## config.mk

```make
export PLATFORM = sky130hd
export DESIGN_NAME = register_swap_sorter
export DESIGN_NICKNAME = d
export VERILOG_FILES = /design/src/rtl/register_swap_sorter.sv
export SDC_FILE = /design/constraint.sdc
export NUM_CORES = 1
export LEC_CHECK = 0
export CORE_ASPECT_RATIO = 1.1
export CORE_MARGIN = 5
export CORE_UTILIZATION = 25
export CTS_BUF_LIST = sky130_fd_sc_hd__clkbuf_16
export CTS_CLUSTER_SIZE = 12
export DETAILED_ROUTE_END_ITERATION = 6
export HOLD_SLACK_MARGIN = 0.15
export SETUP_SLACK_MARGIN = 0.1
export SYNTH_ARGS = -nofsm -noshare
export SYNTH_HDL_FRONTEND = slang
export SYNTH_SLANG_ARGS = --single-unit
```

## constraint.sdc

```tcl
create_clock -name i_clock -period 10.8 [get_ports i_clock]
set_input_delay 3.24 -clock i_clock [delete_from_list [all_inputs] [get_ports i_clock]]
set_output_delay 3.24 -clock i_clock [all_outputs]
set_load 0.1 [all_outputs]
```

## src/rtl/register_swap_sorter.sv

```systemverilog
// Block sorter: loads DEPTH words, bubble-sorts them in place with one
// compare-exchange per clock, then streams the sorted block out over valid/ready.
module register_swap_sorter #(
  parameter int unsigned WIDTH = 8,
  parameter int unsigned DEPTH = 4,
  parameter int unsigned CNT_W = 8
) (
  input  logic             i_clock,
  input  logic             i_reset,
  input  logic             i_in_valid,
  output logic             o_in_ready,
  input  logic [WIDTH-1:0] i_in_data,
  output logic             o_out_valid,
  input  logic             i_out_ready,
  output logic [WIDTH-1:0] o_out_data,
  output logic             o_busy,
  output logic [CNT_W-1:0] o_swap_count
);

  localparam int unsigned PTR_W = (DEPTH > 2) ? $clog2(DEPTH) : 1;
  localparam logic [PTR_W-1:0] LAST_IDX = PTR_W'(DEPTH - 1);
  localparam logic [PTR_W-1:0] LAST_CMP = PTR_W'(DEPTH - 2);
  localparam logic [CNT_W-1:0] CNT_MAX  = '1;

  typedef enum logic [1:0] {S_LOAD, S_SORT, S_DRAIN} state_t;

  state_t           r_state;
  logic [WIDTH-1:0] r_mem [DEPTH];
  logic [PTR_W-1:0] r_wr_ptr;
  logic [PTR_W-1:0] r_rd_ptr;
  logic [PTR_W-1:0] r_cmp;
  logic [PTR_W-1:0] r_pass;
  logic             r_swapped;
  logic [CNT_W-1:0] r_swap_count;
  logic             r_in_ready;
  logic             r_out_valid;
  logic [WIDTH-1:0] r_out_data;
  logic             r_busy;

  logic [PTR_W-1:0] w_cmp_hi;
  logic [PTR_W-1:0] w_rd_nxt;
  logic [WIDTH-1:0] w_lo;
  logic [WIDTH-1:0] w_hi;
  logic             w_swap;
  logic             w_pass_end;
  logic             w_sort_done;
  logic [WIDTH-1:0] w_first;
  logic             w_in_xfer;
  logic             w_out_xfer;

  // Compare-exchange datapath; the end-of-pass decision includes this cycle's swap.
  always_comb begin
    w_cmp_hi    = r_cmp + PTR_W'(1);
    w_rd_nxt    = r_rd_ptr + PTR_W'(1);
    w_lo        = r_mem[r_cmp];
    w_hi        = r_mem[w_cmp_hi];
    w_swap      = (r_state == S_SORT) && (w_lo > w_hi);
    w_pass_end  = (r_cmp == LAST_CMP);
    w_sort_done = w_pass_end && (!(r_swapped || w_swap) || (r_pass == LAST_CMP));
    w_first     = (w_swap && (r_cmp == '0)) ? w_hi : r_mem[0];
    w_in_xfer   = i_in_valid & r_in_ready;
    w_out_xfer  = r_out_valid & i_out_ready;
  end

  always_ff @(posedge i_clock or posedge i_reset) begin
    if (i_reset) begin
      r_state      <= S_LOAD;
      for (int i = 0; i < int'(DEPTH); i++) r_mem[i] <= '0;
      r_wr_ptr     <= '0;
      r_rd_ptr     <= '0;
      r_cmp        <= '0;
      r_pass       <= '0;
      r_swapped    <= 1'b0;
      r_swap_count <= '0;
      r_in_ready   <= 1'b1;
      r_out_valid  <= 1'b0;
      r_out_data   <= '0;
      r_busy       <= 1'b0;
    end else begin
      case (r_state)
        S_LOAD: begin
          if (w_in_xfer) begin
            r_mem[r_wr_ptr] <= i_in_data;
            if (r_wr_ptr == '0) r_swap_count <= '0;
            if (r_wr_ptr == LAST_IDX) begin
              r_state    <= S_SORT;
              r_wr_ptr   <= '0;
              r_cmp      <= '0;
              r_pass     <= '0;
              r_swapped  <= 1'b0;
              r_in_ready <= 1'b0;
              r_busy     <= 1'b1;
            end else begin
              r_wr_ptr <= r_wr_ptr + PTR_W'(1);
            end
          end
        end
        S_SORT: begin
          // Both registers update on the same edge from the pre-edge values.
          if (w_swap) begin
            r_mem[r_cmp]    <= w_hi;
            r_mem[w_cmp_hi] <= w_lo;
            r_swapped       <= 1'b1;
            if (r_swap_count != CNT_MAX) r_swap_count <= r_swap_count + CNT_W'(1);
          end
          if (w_pass_end) begin
            r_cmp <= '0;
            if (w_sort_done) begin
              r_state     <= S_DRAIN;
              r_busy      <= 1'b0;
              r_out_valid <= 1'b1;
              r_out_data  <= w_first;
              r_rd_ptr    <= '0;
            end else begin
              r_pass    <= r_pass + PTR_W'(1);
              r_swapped <= 1'b0;
            end
          end else begin
            r_cmp <= w_cmp_hi;
          end
        end
        S_DRAIN: begin
          if (w_out_xfer) begin
            if (r_rd_ptr == LAST_IDX) begin
              r_state     <= S_LOAD;
              r_out_valid <= 1'b0;
              r_in_ready  <= 1'b1;
              r_rd_ptr    <= '0;
              r_wr_ptr    <= '0;
            end else begin
              r_rd_ptr   <= w_rd_nxt;
              r_out_data <= r_mem[w_rd_nxt];
            end
          end
        end
        default: r_state <= S_LOAD;
      endcase
    end
  end

  assign o_in_ready   = r_in_ready;
  assign o_out_valid  = r_out_valid;
  assign o_out_data   = r_out_data;
  assign o_busy       = r_busy;
  assign o_swap_count = r_swap_count;

endmodule
```

Word level (Yosys, flattened, before mapping)
Cells that the tools add are included.
{ "classes": {"add_sub_neg": 5, "magnitude_cmp": 8, "eq_ne": 18, "muxes": 73, "bitwise": 6, "n_reduce_logical": 26} }
{ "ops": {"columns": ["cell", "count"], "rows": [
  ["2-to-1 mux 8 bit", 18],
  ["bitwise mux 32 bit", 3],
  ["2-to-1 mux 32 bit", 2],
  ["one-hot mux 32 bit (2 select lines)", 1],
  ["binary-select mux 8 bit (select 2 bit)", 3],
  ["demux 8 bit (select 2 bit)", 3],
  ["2-to-1 mux 2 bit", 17],
  ["one-hot mux 8 bit (2 select lines)", 2],
  ["AND reduction 5 bit", 6],
  ["!= test 2 bit (second input constant)", 10],
  ["one-hot mux 2 bit (2 select lines)", 4],
  ["2-to-1 mux 1 bit", 15],
  [">= comparator 3 bit (second input constant)", 4],
  ["NOT 2 -> 3 bit", 4],
  ["== test 2 bit (second input constant)", 5],
  ["less-than comparator 3 x 1 -> 1 bit (second input constant)", 3],
  ["adder 2 x 1 -> 2 bit (second input constant)", 4],
  ["adder 8 x 1 -> 8 bit (second input constant)", 1],
  ["> comparator 8 bit", 1],
  ["!= test 8 bit (second input constant)", 1],
  ["one-hot mux 1 bit (2 select lines)", 4],
  ["AND reduction 4 bit", 2],
  ["logical AND 1 bit", 6],
  ["logical NOT 2 bit", 3],
  ["other kinds (9)", 14]
]} }
{ "totals": {"regBits": 62, "output_inout_bits": 19, "word_cells": 151} }

Logic depth before layout (Yosys ltp)
{ "depth": {"depth_word": 14, "depth_mapped": 15, "mapped_depth_nobuf": 11} }

Least setup slack after synthesis
Ideal clock, no wire load.
{ "synth_timing": {"path_kind": "input -> register", "start": "input i_in_valid", "end": "register r_mem[10] in the netlist's numbering", "setup_time_ps": 125, "arrival_time_ps": 4458, "path_slack_ps": 6218, "stages": 6, "path_cell_list": "nand2_1 -> nor3_1 -> a31o_2 -> a21oi_4 -> nor3_2 -> mux2_2"} }
{ "synth_between": {"elab_chain_cells": 3} }
{ "synth_lines": {"columns": ["element", "line", "source"], "rows": [
  ["from (decl)", "10", "input logic i_in_valid,"],
  ["AND 1 bit", "61", "w_in_xfer = i_in_valid & r_in_ready;"],
  ["!= test 2 bit (no source line)", null, null],
  ["AND reduction 3 bit (no source line)", null, null],
  ["to (signal, indexed assignment)", "83", "r_mem[r_wr_ptr] <= i_in_data;"],
  ["to (signal, indexed assignment)", "101", "r_mem[r_cmp] <= w_hi;"],
  ["to (signal, indexed assignment)", "102", "r_mem[w_cmp_hi] <= w_lo;"],
  ["to (decl)", "28", "logic [WIDTH-1:0] r_mem [DEPTH];"]
]} }
Every way passes these cells.
A chain may end at the register's enable or synchronous reset.

Worst setup path after layout
{ "layout_timing": {"start": "register r_in_ready (netlist: o_in_ready)", "end": "output o_in_ready"} }
{ "layout_rtl": {"columns": ["element", "line", "source"], "rows": [
  ["from (decl)", "35", "logic r_in_ready;"],
  ["from (signal assigned)", "75", "r_in_ready <= 1'b1;"],
  ["from (signal assigned)", "91", "r_in_ready <= 1'b0;"],
  ["from (signal assigned)", "127", "r_in_ready <= 1'b1;"],
  ["to (decl)", "11", "output logic o_in_ready,"]
]} }
No word-level cell between the ends.

==> flow_summary.yaml <==
outcome:
  outcome: "complete, no violations"
synthesis:
  ys_top_cells_by_count: "dfrtp_1, nand2_1, mux2_2"
  yosysSeqAreaShare_pct: 34.4
  synth_edf_count: 0
  async_reset_ff_share_pct: 100
  synth.most_common_cell: "dfrtp_1"
  yosys_warnings: 0
  syn_nets: 490
  ys_types: 44
  synth_largest_area_cell: "dfrtp_1"
  yosys-top-cells-area: "dfrtp_1, mux4_2, mux2_2"
  synthDominantCellAreaShare_pct: 33.8
  synth_cells: 457
  syn_area_per_cell_um2: 9.87
  ys_ff_latch: 62
  ys_dominant_reg_cell: "dfrtp_1"
  synth_area_um2: 4510
global_routing:
  grt_max_degree: 63
  grt_pass1_vias: 3968
  grtUsageTotal_pct: 13.0
  grt_pass1_wl_mm: 21.4
  antenna_found_initial: 0
  grt.overflow.total: 0
place:
  gp_congestion: 0.825
  dp_cells: 696
  place_ws_ps: 5300
  port_buffers: 30
  hpwl_mm: 9.47
  placement.cell_area_um2: 4990
cells_and_area:
  syn_to_final_growth_pct: 17.0
  seqCellArea_um2: 1550
  final_area_um2: 5280
  finish.utilization_pct: 29.8
  multi_input_area_um2: 2750
  nFillCells: 1881
  layoutNonFillerInstCount: 712
  antenna_cells: 0
  nNetsFinal: 502
  drive_gt1_share_pct: 19.2
worst_setup_path:
  crit_buf_inv: 1
  cp_slowest_cell: "clkdlybuf4s50_1"
  crit_required_ps: 7560
  cp_cell_sequence: "clkdlybuf4s50_1"
  start_kind: "flip-flop"
  cp_max_fo: 6
  cpLargestDelayFamily: "buffers and inverters"
  worstSetupEndpointType: "output port"
  max_stage_delay_ps: 1140
  crit_type: "reg -> out"
  cp.arrival_ps: 2040
die:
  die-width_um: 138
  die_h_um: 151
  core_um2: 17700
  rows: 51
  die-area_um2: 20800
  start_util_pct: 25.4
  ios: 31
clocking:
  cts_hold_buf: 0
  numClockSinks: 62
  post-cts-setup-buffer-count: 0
  h-tree-depth: 3
  clockBufferDepth: 2
  cts.clk_slew.worst_paths_ps: 60
  post_cts_resized: 0
  clock_latency_ps: 340
  numCtsBuffers: 9
  ctsRootBufferMaster: "clkbuf_16"
  cts_tree: "yes"
power:
  p_leak_nw: 2.13
  powerDensity_nw_per_um2: 295
  vdd_ir_drop_max_uv: 189
flow_run:
  cap_violations: 0
drt:
  wl_per_cell_um: 18.5
  route.detailed.drc: 0
  ant_nets: 0
  drt_pass1_iterations: 5
  wirelength_mm: 13.2
  avgViaCountPerCell: 5.46
  vias: 3888
  drtIter0Drc: 351
worst_hold_path:
  hold_path.class: "reg -> reg"
sta:
  max_slew_margin_pct: 33.3
  grt_setup_unrepaired: "no"
  setup_viol: 0
  skew_ps: 7.49
  setup_ws_ps: 5520
  hold_viol: 0
  fin_tns_setup_ps: 0
  worstMarginPinSlew_ps: 998
  period_share_pct: 48.9
  fmax_mhz: 189
  report.final.slew_viol_count: 0
  fin_crit_ps: 5280
## flip-flops by register name, indices dropped and copies added (netlist names)
register      flops
r_mem            32
o_busy            1
r_wr_ptr          2
r_swapped         1
o_in_ready        1
o_swap_count      8
r_pass            2
r_state           2
o_out_valid       1
o_out_data        8
r_cmp             2
r_rd_ptr          2
## worst paths after layout
| kind | from | to | slack [ps] | depth (start not counted) |
|---|---|---|---|---|
| worst max-delay path | o_in_ready | o_in_ready | 5520 | 1 |
| worst max register to register | r_cmp[1] | r_mem[13] | 6030 | 11 |
| worst min-delay path | o_busy | o_busy | 490 | 2 |
| min in group asynchronous | i_reset | r_mem[13] | 3490 | 3 |
| max in group asynchronous | i_reset | o_out_data[2] | 6740 | 3 |
| worst min register to register | o_busy | o_busy | 490 | 2 |
## cell families after synthesis
kind of cell | synth area share, %
AO/OA/AOI/OAI | 19.4
adder cells (fa/ha/maj) | 5.83
buffers and inverters | 4.60
flip-flops | 34.4
multiplexers | 22.2
AND/OR/NAND/NOR | 13.6
## metrics by stage
stage | hold WS, ps | power (mW)
6_report | 495 | 1.56
2_1_floorplan | 503 | 1.04
3_5_place_dp | 489 | 1.27
3_3_place_gp | 485 | 1.25
4_1_cts | 504 | 1.56
5_1_grt | 527 | 1.65
## cells in the final DEF (no fill, tap or decap), types with 4 or more instances in the layout
cell	netlist	layout
nand3_1	19	19
dfrtp_1	61	61
o211ai_1	17	17
nor2b_1	6	6
clkdlybuf4s50_1	0	30
mux2_2	40	40
buf_4	1	4
o21ai_0	30	30
clkbuf_16	0	9
and2_1	5	5
nor2_1	29	29
nor3_1	6	6
nand2b_1	7	7
ha_1	21	21
nand2_1	46	46
o22ai_1	4	4
o31ai_1	11	11
a31oi_1	10	10
mux4_2	24	24
and3_1	4	4
inv_1	17	18
a22oi_1	30	30
a21oi_1	11	11
## power by group
part	switching, mW	internal (mW)
clock	0.109	0.175
combinational	0.610	0.282
sequential	0.0819	0.301
## routing by layer
metal	track usage [%]	up-vias	routed length (µm)
li1	-	1740	-
met1	16.5	1953	5520
met2	20.8	174	6160
met3	4.70	21	1310
met4	4.10	0	190
met5	0	-	0
## cell type report
cell class / instances / share of cell area [%]
Clock inverter: 7 / 1.09
Tap cell: 238 / 5.64
Clock buffer: 9 / 4.27
Multi-Input combinational cell: 345 / 52.1
Inverter: 17 / 1.21
Timing Repair Buffer: 34 / 6.26
Sequential cell: 62 / 29.4
Power figures use the tool's default switching activity.
